`config.mk`:
```
export PLATFORM = sky130hd
export DESIGN_NAME = ymem_loader
export DESIGN_NICKNAME = d
export VERILOG_FILES = /design/src/rtl/ymem_loader_pkg.sv /design/src/rtl/ymem_loader_yword_asm.sv /design/src/rtl/ymem_loader.sv
export SDC_FILE = /design/constraint.sdc
export NUM_CORES = 1
export LEC_CHECK = 0
export CAP_MARGIN = 20
export CORE_MARGIN = 1
export CORE_UTILIZATION = 45
export DETAILED_ROUTE_END_ITERATION = 8
export DONT_BUFFER_PORTS = 1
export GPL_ROUTABILITY_DRIVEN = 0
export PLACE_DENSITY = 0.63
export SKIP_LAST_GASP = 1
export SLEW_MARGIN = 0
export SYNTH_ARGS = -nofsm -noshare
export SYNTH_HDL_FRONTEND = slang
export SYNTH_SLANG_ARGS = --single-unit
```
`constraint.sdc`:
```
create_clock -name clk -period 4.75 [get_ports clk]
set_input_delay 0.475 -clock clk [delete_from_list [all_inputs] [get_ports clk]]
set_output_delay 0.475 -clock clk [all_outputs]
set_load 0.005 [all_outputs]
```
`src/rtl/ymem_loader_pkg.sv`:
```
// Shared definitions for the program loader: FSM states, default frame header
// and the byte-lane positions used when assembling little-endian words.
package yloader_pkg;

    typedef enum logic [2:0] {
        IDLE,
        ENTRY,
        COUNT,
        DATA,
        CSUM,
        START,
        ERROR
    } loaderState_t;

    localparam logic [7:0] HDR_DEFAULT = 8'hA5;

    localparam logic [1:0] LANE_FIRST = 2'd0;
    localparam logic [1:0] LANE_LAST  = 2'd3;

endpackage

```
`src/rtl/ymem_loader_yword_asm.sv`:
```
// Collects four strobed bytes into a little-endian 32-bit word; the complete
// word is presented combinationally in the same cycle as the fourth byte.
module yword_asm
    import yloader_pkg::*;
(
    input  logic        clk,
    input  logic        rst_n,
    input  logic [7:0]  dataByte,
    input  logic        strobe,
    input  logic        clear,
    output logic [31:0] word,
    output logic        word_done
);

    logic [1:0]  lane;
    logic [23:0] partial;

    // The oldest byte ends up in the low lane, so shifting in from the top
    // leaves bytes 0..2 in place when byte 3 arrives.
    always_ff @(posedge clk) begin
        if (!rst_n || clear) begin
            lane    <= LANE_FIRST;
            partial <= '0;
        end else if (strobe) begin
            lane    <= lane + 2'd1;
            partial <= {dataByte, partial[23:8]};
        end
    end

    assign word      = {dataByte, partial};
    assign word_done = strobe && (lane == LANE_LAST);

endmodule

```
`src/rtl/ymem_loader.sv`:
```
// Framed byte-stream program loader: writes instruction words into imem and
// starts the CPU with entryPoint plus a one-cycle INT pulse.
module ymem_loader
    import yloader_pkg::*;
#(
    parameter int         MAX_WORDS = 1024,
    parameter logic [7:0] HDR       = HDR_DEFAULT
)
(
    input  logic        clk,
    input  logic        rst_n,
    input  logic [7:0]  in_byte,
    input  logic        in_valid,
    output logic        in_ready,
    output logic        imem_we,
    output logic [31:0] imem_addr,
    output logic [31:0] imem_wdata,
    output logic [31:0] entryPoint,
    output logic        INT,
    output logic        busy,
    output logic        err
);

    loaderState_t state, nextState;

    logic        outOfReset;
    logic        xfer;
    logic        frameStart;
    logic [7:0]  xorAcc;
    logic        countPhase;
    logic [7:0]  countLo;
    logic [15:0] countValue;
    logic [15:0] wordCount;
    logic [15:0] wordIdx;
    logic        asmStrobe;
    logic        asmClear;
    logic        wordDone;
    logic [31:0] asmWord;

    assign in_ready   = outOfReset && (state != START);
    assign xfer       = in_valid && in_ready;
    assign countValue = {in_byte, countLo};
    assign INT        = (state == START);
    assign busy       = (state == ENTRY) || (state == COUNT) ||
                        (state == DATA)  || (state == CSUM);

    yword_asm wordAsm (
        .clk       (clk),
        .rst_n     (rst_n),
        .dataByte  (in_byte),
        .strobe    (asmStrobe),
        .clear     (asmClear),
        .word      (asmWord),
        .word_done (wordDone)
    );

    always_ff @(posedge clk) begin
        if (!rst_n) begin
            state <= IDLE;
        end else begin
            state <= nextState;
        end
    end

    // ERROR behaves like IDLE for an arriving byte so a header right after a
    // rejected frame is not lost.
    always_comb begin
        nextState  = state;
        asmStrobe  = 1'b0;
        asmClear   = 1'b0;
        frameStart = 1'b0;
        case (state)
            IDLE, ERROR: begin
                nextState = IDLE;
                if (xfer && (in_byte == HDR)) begin
                    nextState  = ENTRY;
                    frameStart = 1'b1;
                    asmClear   = 1'b1;
                end
            end
            ENTRY: begin
                asmStrobe = xfer;
                if (wordDone) begin
                    nextState = COUNT;
                end
            end
            COUNT: begin
                if (xfer && countPhase) begin
                    if ({16'd0, countValue} > 32'(MAX_WORDS)) begin
                        nextState = ERROR;
                    end else if (countValue == 16'd0) begin
                        nextState = CSUM;
                    end else begin
                        nextState = DATA;
                    end
                end
            end
            DATA: begin
                asmStrobe = xfer;
                if (wordDone && (wordIdx == wordCount - 16'd1)) begin
                    nextState = CSUM;
                end
            end
            CSUM: begin
                if (xfer) begin
                    nextState = (in_byte == xorAcc) ? START : ERROR;
                end
            end
            START: begin
                nextState = IDLE;
            end
            default: begin
                nextState = IDLE;
            end
        endcase
    end

    always_ff @(posedge clk) begin
        if (!rst_n) begin
            outOfReset <= 1'b0;
            imem_we    <= 1'b0;
            imem_addr  <= '0;
            imem_wdata <= '0;
            entryPoint <= '0;
            err        <= 1'b0;
            xorAcc     <= '0;
            countPhase <= 1'b0;
            countLo    <= '0;
            wordCount  <= '0;
            wordIdx    <= '0;
        end else begin
            outOfReset <= 1'b1;
            imem_we    <= 1'b0;

            if (frameStart) begin
                err        <= 1'b0;
                xorAcc     <= '0;
                countPhase <= 1'b0;
                wordIdx    <= '0;
            end

            if (nextState == ERROR) begin
                err <= 1'b1;
            end

            if (xfer && ((state == ENTRY) || (state == COUNT) || (state == DATA))) begin
                xorAcc <= xorAcc ^ in_byte;
            end

            if ((state == ENTRY) && wordDone) begin
                entryPoint <= asmWord;
            end

            if ((state == COUNT) && xfer) begin
                if (!countPhase) begin
                    countLo    <= in_byte;
                    countPhase <= 1'b1;
                end else begin
                    wordCount  <= countValue;
                    countPhase <= 1'b0;
                end
            end

            // Word index is scaled to a byte offset; the add wraps at 2^32.
            if ((state == DATA) && wordDone) begin
                imem_we    <= 1'b1;
                imem_addr  <= entryPoint + {14'd0, wordIdx, 2'b00};
                imem_wdata <= asmWord;
                wordIdx    <= wordIdx + 16'd1;
            end
        end
    end

endmodule

```
==> impl_metrics.yaml <==
critical_path:
  path_cells: "ha_1 > inv_1 > fa_1 > nor2b_1 > o2111ai_1 > a21oi_1 > o21ai_1 > a211oi_1 > xnor2_1 > a21oi_1"
  worstReg2RegStart: "wordIdx[0]$_SDFFE_PN0P_"
  crit_top_cell: "a21oi_1"
  cp_max_fo: 8
  crit_required_ns: 5.06
  critPathLaunch: "wordIdx[0]$_SDFFE_PN0P_"
  crit_path_end_kind: "flop"
  crit_path_start_kind: "flop"
  crit_arrival_ns: 3.16
  slowest_delay_ns: 0.51
  path_buf_inv: 1
  critPathKind: "reg -> reg"
  critPathSlowestCell: "dfxtp_1"
  cp_top_family: "compound AO/OA/AOI/OAI gates"
grt:
  antenna_found_initial: 0
  grt_max_degree: 159
  grt_overflow_total: 0
  grt_use_total_pct: 24.31
  grt_first_pass_wirelength_um: 37810
  grt_pass1_vias: 6678
power_and_ir_drop:
  power_mw: 2.926
  ir_drop_v: 0.0002482
  swShare_pct: 22.39
  switching_power_uw: 655.1
  p_clk_share_pct: 48.5
  powerDensity_mw_per_mm2: 311.2
  power_frac_comb_pct: 0.8
  internal_power_mw: 2.271
  seqPwrFrac_pct: 50.7
  p_leak_nw: 3.228
yosys:
  synthFlopType: "dfxtp_1"
  synth_common_cells: "nand2_1 (282), dfxtp_1 (177), a21boi_0 (102)"
  netlist_top_cells_area: "dfxtp_1 (40%), nand2_1 (12%), a21boi_0 (8.7%)"
  avgSynthCellArea_um2: 8.052
  yosysTopAreaCellShare_pct: 40.41
  synth_nets: 1120
  synth_cells: 1089
  yosysTopAreaCell: "dfxtp_1"
  yosys_warnings: 0
  synth-seq-cells: 177
  async_flop_share_pct: 0
  syn_area_mm2: 0.008768
  synth_edf_count: 0
  ys_types: 66
  yosysSeqAreaShare_pct: 40.41
  synth.most_common_cell: "nand2_1"
run_status:
  outcome: "finished clean"
route:
  drcViolationCount: 0
  vias: 7343
  wl_met3_um: 1479
  drt_iter0_markers: 499
  wl_met2_um: 10500
  ant_nets: 0
  wl_per_cell_um: 17.95
  viasPerCell: 5.597
  wl_met1_um: 11260
  routed.top_layer: "met4"
  drt_wl_total_um: 23560
  drt_pass1_iterations: 5
floorplan:
  start_util_pct: 46.41
  core_area_mm2: 0.01889
  io_pins: 112
  die_w_um: 141.6
  rows: 50
  die_area_mm2: 0.02005
  fp.dieH_um: 141.6
finish:
  fillers: 1868
  layout-drive-gt1-share_pct: 5.703
  layout.nets: 1070
  regArea_mm2: 0.003543
  multi_input_area_mm2: 0.004820
  n_antenna_cell: 0
  syn_to_final_growth_pct: 7.249
flow_run:
  maxCapViolCount: 0
sta:
  grt_setup_unrepaired: "false"
  slew_violations: 0
  fin_crit_sh_pct: 59.98
  skew_ns: 0.01280
  layout_min_cycle_time_ns: 2.849
  max_slew.worst_pin.slew_ns: 1.021
  fmax_mhz: 351.0
  finalSetupViolations: 0
  timing.hold.ws_ns: 0.09164
  setup_tns_ns: 0
  hold_viol_final: 0
  relSlewSlack_pct: 31.74
clocking:
  cts_hold_buf: 0
  cts_made_buffers: 17
  clockBufferDepth: 2
  cts_root_buf: "clkbuf_16"
  cts_tree: "done"
  cts_sinks: 177
  post_cts_buffers: 0
  cts.clk_slew.worst_paths_ns: 0.07
  htree_levels: 4
  worstSkewPairLatency_ns: 0.43
  cts_resized: 0
placed_design:
  hpwl_um: 16460
  portBuffers: 0
min_path:
  hp-class: "in -> reg"
  min-delay-start: "rst_n"
## cell usage in the layout (no fill, tap or decap), drive strengths merged, types with 10 or more instances in the layout
cell type  count
ha            19
o21ai         54
nand4         13
dfxtp        177
a21oi         49
xnor2         32
clkbuf        20
and2          16
a211oi        11
nor3          17
and3          13
nand2        282
a21o          10
a21boi       102
nor4          14
inv           23
nor2          28
nand3         41
xor2          18
## per-layer routing
metal  vias to the layer above  track usage, %
li1                       3676               -
met1                      3468           34.10
met2                       173           36.63
met3                        26           6.750
met4                         0           6.169
met5                         -               0
## logic make-up (layout without fill, tap and decap cells)
family	count (synthesis)	in the layout	share of synthesized area (%)
AOI/OAI and AO/OA	274	274	21.08
muxes	9	9	1.027
DFF	177	177	40.41
buffers and inverters	93	56	4.666
adders and majority gates	20	20	2.940
and+or+nand+nor	466	466	24.89
xor gates and xnor gates	50	50	4.994
## registers in the layout, indices dropped and copies added, names as in the netlist, 8 cells and up
name,flops
imem_wdata,32
countLo,8
xorAcc,8
imem_addr,32
entryPoint,32
wordIdx,16
wordAsm.partial,24
wordCount,16
## per-stage QoR
stage / util, % / instances / setup slack, ns / instance area (µm²)
2_1_floorplan: - / 1089 / 2.429 / 8768
3_3_place_gp: 46.62 / 1280 / 1.962 / 8808
3_5_place_dp: 46.62 / 1280 / 1.907 / 8808
4_1_cts: 49.77 / 1312 / 1.899 / 9404
5_1_grt: 49.77 / 1312 / 1.673 / 9404
6_report: 49.77 / 1312 / 1.901 / 9404
## worst reg2reg max path, stage by stage, from the launching register on
cell and delay [ns]:
dfxtp_1 0.51, ha_1 0.26, inv_1 0.06, fa_1 0.40
nor2b_1 0.16, o2111ai_1 0.14, a21oi_1 0.26, o21ai_1 0.31
a211oi_1 0.40, xnor2_1 0.16, a21oi_1 0.08
## power groups by stage
stage / Combinational [mW] / Sequential (mW) / Clock (mW)
after floorplan: 0.0427 / 1.52 / 0
after global placement: 0.0227 / 1.52 / 0
after detailed placement: 0.0226 / 1.52 / 0
after CTS: 0.0227 / 1.48 / 1.44
after global routing: 0.0241 / 1.48 / 1.50
final: 0.0228 / 1.48 / 1.42
## cell type report
| cell class | instances | area share, % |
|---|---|---|
| Sequential cell | 177 | 37.68 |
| Clock inverter | 12 | 1.477 |
| Inverter | 16 | 0.6386 |
| Multi-Input combinational cell | 819 | 51.25 |
| Timing Repair Buffer | 8 | 0.6386 |
| Tap cell | 260 | 3.459 |
| Clock buffer | 20 | 4.856 |
## path summary, 6_finish.rpt
check / end / slack [ns] / cells after the start
max: imem_addr[26]$_SDFFE_PN0P_ / 1.90 / 10
min: outOfReset$_DFF_P_ / 0.09 / 0
max reg2reg: imem_addr[26]$_SDFFE_PN0P_ / 1.90 / 10
min reg2reg: wordAsm.lane[1]$_SDFFE_PP0P_ / 0.46 / 2
Note: power is estimated with default switching activity, not from simulation.
